## src/rtl/bram_bank_arbiter.sv

```systemverilog
// Two-master round-robin arbiter in front of a banked BRAM.
// One access issues per cycle; responses are tracked by a fixed-latency
// shift pipeline so that read data and errors return in issue order.
module bram_bank_arbiter #(
  parameter int NUM_BANKS = 25,
  parameter int RD_LAT    = 2
) (
  input  logic        clk,
  input  logic        rst,
  input  logic        m0_req,
  input  logic [31:0] m0_addr,
  input  logic        m0_we,
  input  logic [31:0] m0_wdata,
  output logic        m0_gnt,
  output logic        m0_rvalid,
  output logic [31:0] m0_rdata,
  output logic        m0_err,
  input  logic        m1_req,
  input  logic [31:0] m1_addr,
  input  logic        m1_we,
  input  logic [31:0] m1_wdata,
  output logic        m1_gnt,
  output logic        m1_rvalid,
  output logic [31:0] m1_rdata,
  output logic        m1_err,
  output logic        bram_en,
  output logic        bram_we,
  output logic [31:0] bram_addr,
  output logic [31:0] bram_wdata,
  input  logic [31:0] bram_rdata
);

  if ((RD_LAT < 1) || (RD_LAT > 4)) begin : g_bad_lat
    $error("RD_LAT must be in 1..4");
  end

  localparam logic [8:0] NB = 9'(NUM_BANKS);

  // Issue-stage registers
  logic        m0_gnt_q, m0_gnt_d;
  logic        m1_gnt_q, m1_gnt_d;
  logic        bram_en_q, bram_en_d;
  logic        bram_we_q, bram_we_d;
  logic [31:0] bram_addr_q, bram_addr_d;
  logic [31:0] bram_wdata_q, bram_wdata_d;
  // 1 = m1 was granted last
  logic        last_q, last_d;

  // Response pipeline: entry 0 is the issue cycle, entry RD_LAT the response cycle
  logic [RD_LAT:0] pv_q, pv_d;   // valid
  logic [RD_LAT:0] po_q, po_d;   // owner (1 = m1)
  logic [RD_LAT:0] pr_q, pr_d;   // is_read
  logic [RD_LAT:0] pe_q, pe_d;   // out-of-range

  logic [31:0] m0_rdata_q, m0_rdata_d;
  logic [31:0] m1_rdata_q, m1_rdata_d;

  logic        r0, r1, win0, win1, issue, in_range, sel_we;
  logic [31:0] sel_addr, sel_wdata;

  // Arbitration, address decode and response-pipeline shift
  always_comb begin
    // a master is not re-arbitrated in the cycle its grant is visible
    r0        = m0_req & ~m0_gnt_q;
    r1        = m1_req & ~m1_gnt_q;
    win1      = r1 & (~r0 | ~last_q);
    win0      = r0 & ~win1;
    issue     = win0 | win1;
    sel_addr  = win1 ? m1_addr  : m0_addr;
    sel_we    = win1 ? m1_we    : m0_we;
    sel_wdata = win1 ? m1_wdata : m0_wdata;
    in_range  = ({1'b0, sel_addr[19:12]} < NB);

    m0_gnt_d     = win0;
    m1_gnt_d     = win1;
    bram_en_d    = issue & in_range;
    bram_we_d    = issue & in_range & sel_we;
    bram_addr_d  = (issue & in_range) ? sel_addr  : '0;
    bram_wdata_d = (issue & in_range) ? sel_wdata : '0;
    last_d       = issue ? win1 : last_q;

    pv_d = {pv_q[RD_LAT-1:0], issue};
    po_d = {po_q[RD_LAT-1:0], win1};
    pr_d = {pr_q[RD_LAT-1:0], ~sel_we};
    pe_d = {pe_q[RD_LAT-1:0], ~in_range};
  end

  // Response decode; rdata passes bram_rdata through in the rvalid cycle and holds otherwise
  always_comb begin
    m0_rvalid  = pv_q[RD_LAT] & ~po_q[RD_LAT] & pr_q[RD_LAT] & ~pe_q[RD_LAT];
    m1_rvalid  = pv_q[RD_LAT] &  po_q[RD_LAT] & pr_q[RD_LAT] & ~pe_q[RD_LAT];
    m0_err     = pv_q[RD_LAT] & ~po_q[RD_LAT] & pe_q[RD_LAT];
    m1_err     = pv_q[RD_LAT] &  po_q[RD_LAT] & pe_q[RD_LAT];
    m0_rdata   = m0_rvalid ? bram_rdata : m0_rdata_q;
    m1_rdata   = m1_rvalid ? bram_rdata : m1_rdata_q;
    m0_rdata_d = m0_rdata;
    m1_rdata_d = m1_rdata;
    m0_gnt     = m0_gnt_q;
    m1_gnt     = m1_gnt_q;
    bram_en    = bram_en_q;
    bram_we    = bram_we_q;
    bram_addr  = bram_addr_q;
    bram_wdata = bram_wdata_q;
  end

  // State registers with synchronous reset; pointer resets to "m1 last"
  always_ff @(posedge clk) begin
    if (rst) begin
      m0_gnt_q     <= 1'b0;
      m1_gnt_q     <= 1'b0;
      bram_en_q    <= 1'b0;
      bram_we_q    <= 1'b0;
      bram_addr_q  <= '0;
      bram_wdata_q <= '0;
      last_q       <= 1'b1;
      pv_q         <= '0;
      po_q         <= '0;
      pr_q         <= '0;
      pe_q         <= '0;
      m0_rdata_q   <= '0;
      m1_rdata_q   <= '0;
    end else begin
      m0_gnt_q     <= m0_gnt_d;
      m1_gnt_q     <= m1_gnt_d;
      bram_en_q    <= bram_en_d;
      bram_we_q    <= bram_we_d;
      bram_addr_q  <= bram_addr_d;
      bram_wdata_q <= bram_wdata_d;
      last_q       <= last_d;
      pv_q         <= pv_d;
      po_q         <= po_d;
      pr_q         <= pr_d;
      pe_q         <= pe_d;
      m0_rdata_q   <= m0_rdata_d;
      m1_rdata_q   <= m1_rdata_d;
    end
  end

endmodule
```

## config.mk

```make
export PLATFORM = sky130hd
export DESIGN_NAME = bram_bank_arbiter
export DESIGN_NICKNAME = d
export VERILOG_FILES = /design/src/rtl/bram_bank_arbiter.sv
export SDC_FILE = /design/constraint.sdc
export NUM_CORES = 1
export LEC_CHECK = 0
export ABC_AREA = 1
export ABC_CLOCK_PERIOD_IN_PS = 3500
export CAP_MARGIN = 20
export CELL_PAD_IN_SITES_DETAIL_PLACEMENT = 1
export CELL_PAD_IN_SITES_GLOBAL_PLACEMENT = 1
export CORE_MARGIN = 10
export CORE_UTILIZATION = 29
export CTS_CLUSTER_DIAMETER = 200
export CTS_CLUSTER_SIZE = 30
export DETAILED_ROUTE_END_ITERATION = 8
export PLACE_DENSITY_LB_ADDON = 0.1
export SYNTH_ARGS = -nofsm -noshare
export SYNTH_HDL_FRONTEND = slang
export SYNTH_SLANG_ARGS = --single-unit
```

## constraint.sdc

```tcl
create_clock -name clk -period 3.5 [get_ports clk]
set_input_delay 0.7 -clock clk [delete_from_list [all_inputs] [get_ports clk]]
set_output_delay 0.7 -clock clk [all_outputs]
set_load 0.02 [all_outputs]
```

; After elaboration in Yosys (flattened, before gate mapping)
; Index checks and enable logic that the tools add are counted.
[totals]
register_bits = 145
input_bits = 166
output_inout_bits = 136
elab_cells = 46
[op_classes]
order_cmp = 1
mux = 5
bitwise = 26
n_reduce_logical = 1
[op_table]
columns = cell, count
row1 = 32-bit two-way mux, 4
row2 = 1-bit AND, 14
row3 = 1-bit NOT, 10
row4 = "8-bit by 5-bit < comparator with 1-bit output, second input constant", 1
row5 = 1-bit bitwise OR, 2
row6 = 2-bit OR reduction, 1
row7 = 1-bit two-way mux, 1

; Depth between registers and ports, before layout
; Gate-level depths: netlist of the first run.
[depth]
ltp_word = 11
mapped_depth = 11
ltp_nobuf = 9

; Least setup slack after synthesis of the first run
; No wires, ideal clock.
[synth_timing]
path_kind = reg2out
start = register po_q[2]
end = output m1_rdata[22]
arrival_time_ns = 1.372
t_required_ns = 2.800
slack_ns = 1.428
path_stages_with_launch = 7
path_buffers = 1
path_cell_list = dfxtp_1 nand2_1 nor3_2 clkbuf_1 or2_2 o21ai_1 inv_1
[synth_via]
elab_chain_cells = 4
[synth_lines]
columns = element, line_no
row1 = "start, declared", 51  ; logic [RD_LAT:0] po_q, po_d;
row2 = "start signal, assigned", 131  ; po_q <= po_d;
row3 = 1-bit AND (3 in series), 91  ; m1_rvalid = pv_q[RD_LAT] & po_q[RD_LAT] & pr_q[RD_LAT] & ~pe_q[RD_LAT];
row4 = named net m1_rvalid, 23  ; output logic m1_rvalid,
row5 = 32-bit two-way mux, 95  ; m1_rdata = m1_rvalid ? bram_rdata : m1_rdata_q;
row6 = "end, declared", 24  ; output logic [31:0] m1_rdata,
; The timed path passes the listed nets, and every way through them passes these cells.

; Final worst setup path of the first run
[layout_timing]
start = register pv_q[2]
end = output m0_rdata[14]
[layout_via]
elab_chain_cells = 4
[layout_lines]
columns = element, line_no
row1 = "start, declared", 50  ; logic [RD_LAT:0] pv_q, pv_d;
row2 = "start signal, assigned", 130  ; pv_q <= pv_d;
row3 = 1-bit AND (3 in series), 90  ; m0_rvalid = pv_q[RD_LAT] & ~po_q[RD_LAT] & pr_q[RD_LAT] & ~pe_q[RD_LAT];
row4 = 32-bit two-way mux, 94  ; m0_rdata = m0_rvalid ? bram_rdata : m0_rdata_q;
row5 = "end, declared", 16  ; output logic [31:0] m0_rdata,
; No other way between the ends.

==> flow_metrics.py, run 1 <==
metrics = {
    "setup_path": {
        "critPathMostFrequentCell": "inv_1",
        "crit_chain": "inv_1, nor2_1, nand3_1, inv_1, buf_4, or2_2, o21ai_0, inv_1, clkdlybuf4s50_1",
        "cp.arrival_ps": 2520,
        "critical-path-max-stage-delay_ps": 620,
        "start_kind": "register",
        "cp_num_buf_inv": 5,
        "path_class": "reg2out",
        "cpMaxStageDelayCell": "clkdlybuf4s50_1",
        "cp_max_fo": 23,
        "cpLargestDelayFamily": "buffers and inverters",
        "endpoint_kind": "primary output",
        "required_ps": 2800,
    },
    "run_status": {
        "status": "finished, final reports clean",
    },
    "cells_and_area": {
        "fillers": 2421,
        "design_area_um2": 9820,
        "nets": 1264,
        "drive_above_1_share_pct": 15.5,
        "finish.utilization_pct": 48.9,
        "area_growth_pct": 66.6,
    },
    "synthesis": {
        "ys_ff_latch": 144,
        "yosysWarnings": 0,
        "ys_seq_area_share_pct": 48.9,
        "yosysUniqueCellTypes": 25,
        "synth_cells": 806,
        "syn_area_um2": 5900,
        "postSynthAreaPerCell_um2": 7.32,
    },
    "min_path": {
        "hp-class": "reg2reg",
    },
    "timing": {
        "clock_skew_ps": 9.11,
        "slew_viol_final": 0,
        "setup_viol": 0,
        "post-route-period-util_pct": 91.9,
        "rsz0062_at_grt": "no",
        "tightest_slew_ps": 840,
        "relSlewSlack_pct": 44.0,
        "setup_tns_ps": 0,
        "hold_viol_final": 0,
        "hold_slack_ps": 403,
        "fmax_mhz": 311,
        "finalCriticalPeriod_ps": 3220,
    },
    "power": {
        "power.density_nw_per_um2": 438,
        "max-vdd-ir-drop_mv": 0.269,
        "sw_frac_of_total_pct": 22.8,
        "power_frac_comb_pct": 12.8,
        "power.internal_mw": 3.32,
        "leakage_nw": 5.02,
        "p_sw_mw": 0.984,
        "seqPwrFrac_pct": 39.2,
        "power_frac_clock_pct": 48.1,
    },
    "drt": {
        "drc": 0,
        "wl_um": 22000,
        "first_iter_violations": 193,
        "routed_via_density": 4.17,
        "vias": 5760,
        "firstDrtPassIters": 4,
        "ant_nets": 0,
        "routedWlPerCell_um": 15.9,
    },
    "clocking": {
        "clock_latency_ps": 410,
        "htreeDepth": 4,
        "cts_resized": 0,
        "cts_sinks": 144,
        "cts_tree": "yes",
        "cts_hold_buf": 0,
        "postCtsSetupBuffers": 0,
        "root_buffer": "clkbuf_16",
        "cts_max_path_buffers": 2,
        "clk_pin_slew_worst_paths_ps": 60,
        "cts_made_buffers": 17,
    },
    "flow_run": {
        "cap_violations": 0,
    },
    "place": {
        "post_dp_cell_area_um2": 9150,
        "portBuffers": 301,
        "gp_congestion": 0.808,
        "hpwl_um": 16900,
    },
    "die": {
        "dieHeight_um": 163,
        "pin_count": 302,
        "die_w_um": 163,
        "placeableCoreArea_um2": 20100,
        "fp-row-count": 52,
        "die-area_um2": 26400,
        "start_util_pct": 29.3,
    },
    "global_route": {
        "grt_start_max_net_pins": 77,
        "grt_pass1_wl_um": 33000,
        "grt_usage_pct": 16.2,
        "antenna_found_initial": 3,
        "grt.overflow.total": 0,
        "grt_pass1_vias": 5948,
    },
}
==> power by group through the flow <==
stage | Sequential (mW) | Clock (mW) | Combinational (mW)
floorplan | 1.75 | 0 | 0.224
global placement | 1.72 | 0 | 0.555
detailed placement | 1.72 | 0 | 0.558
CTS | 1.69 | 2.13 | 0.562
global route | 1.69 | 2.20 | 0.608
finish | 1.69 | 2.07 | 0.549
==> worst min-delay path: cells and delay by family (launching register included) <==
family	cells	cell delay (ps)
buffers and inverters	1	40
flip-flops	1	300
AND/OR/NAND/NOR	1	30
==> cells in the final DEF, fill, tap and decap left out, types with 2 or more instances in the layout <==
cell,synthesis,routed
inv_2,2,2
nor2_1,80,80
o21ai_1,12,12
nand3_1,5,5
inv_6,0,3
nor2_2,59,59
buf_12,0,3
clkbuf_16,0,17
clkinvlp_4,0,2
bufinv_16,0,6
clkinv_2,0,2
nand3b_1,3,3
nand2_1,185,185
conb_1,1,3
o21ai_0,54,54
or2_2,64,64
nor3_1,3,3
inv_1,147,147
clkdlybuf4s50_1,0,300
buf_4,4,7
dfxtp_1,144,144
==> logic make-up (layout without fill, tap and decap cells) <==
logic type / Yosys count / after routing / share of synthesized area (%)
flops: 144 / 144 / 48.9
other cells: 1 / 4 / 0.0636
buf+inv: 189 / 492 / 13.2
simple gates: 404 / 404 / 32.0
compound gates: 68 / 68 / 5.81
==> flip-flops by register name, summed over array words and instances, names as in the netlist <==
signal	flops
bram_addr	32
bram_wdata	32
m0_rdata_q	32
m1_rdata_q	32
pe_q	3
po_q	3
pr_q	3
pv_q	3
bram_en	1
bram_we	1
last_q	1
m0_gnt	1
==> synthesized netlist by cell type (all sizes together) <==
cell type | n | area (um2)
nand3b | 3 | 22.5
nor2 | 140 | 681
a21oi | 1 | 5.00
or2 | 64 | 400
nor3 | 4 | 25.0
inv | 149 | 559
nand2 | 186 | 706
o31ai | 1 | 7.51
o21ai | 66 | 330
nand3 | 7 | 52.6
clkbuf | 27 | 103
conb | 1 | 3.75
dfxtp | 144 | 2880
buf | 13 | 119
==> per-layer routing <==
metal	share of wire [%]	track usage, %	vias to the layer above	wire, um
met4	1.3	5.20	4	275
met2	53	29.5	175	11600
li1	-	-	2917	-
met1	35	15.2	2644	7760
met3	11	8.80	20	2310
met5	0.12	0	-	26
==> final timing paths <==
check / startpoint / end / slack (ps) / depth (start not counted)
worst min-delay path: pr_q[0] / pr_q[1] / 400 / 2
worst min register to register: pr_q[0] / pr_q[1] / 400 / 2
worst max-delay path: pv_q[2] / m0_rdata[14] / 280 / 9
worst max register to register: m0_gnt / bram_wdata[6] / 1550 / 10
==> stage by stage <==
| step | cells | setup slack [ps] | total power, mW |
|---|---|---|---|
| global route | 1382 | 56.6 | 4.50 |
| detailed placement | 1349 | 651 | 2.28 |
| CTS | 1381 | 191 | 4.38 |
| floorplan | 808 | 1430 | 1.98 |
| finish | 1382 | 284 | 4.30 |
| global placement | 1349 | 709 | 2.28 |
==> layout make-up <==
type,instances,area (um2),area share [%]
multi-input cells,475,2250,22.9
flip-flops and latches,144,2880,29.3
well taps,270,338,3.44
diodes,1,2.50,0.0255
clock inverters,13,231,2.36
repair buffers,311,3120,31.8
inverters,149,559,5.69
clock buffers,19,443,4.51
(Power assumes the default switching activity.)
==> inputs of run 2 (changes only) <==
--- a/config.mk
+++ b/config.mk
@@ -16,6 +16,7 @@
 export CTS_CLUSTER_SIZE = 30
 export DETAILED_ROUTE_END_ITERATION = 8
 export PLACE_DENSITY_LB_ADDON = 0.1
+export SLEW_MARGIN = 30
 export SYNTH_ARGS = -nofsm -noshare
 export SYNTH_HDL_FRONTEND = slang
 export SYNTH_SLANG_ARGS = --single-unit
==> results of run 2 <==
Same layout as run 1: the final DEF is identical, and so are final timing and power.
==> inputs of run 3 (changes only) <==
--- a/config.mk
+++ b/config.mk
@@ -20,3 +20,4 @@
 export SYNTH_ARGS = -nofsm -noshare
 export SYNTH_HDL_FRONTEND = slang
 export SYNTH_SLANG_ARGS = --single-unit
+export TNS_END_PERCENT = 30
==> results of run 3 <==
Same layout as run 1: the final DEF is identical, and so are final timing and power.
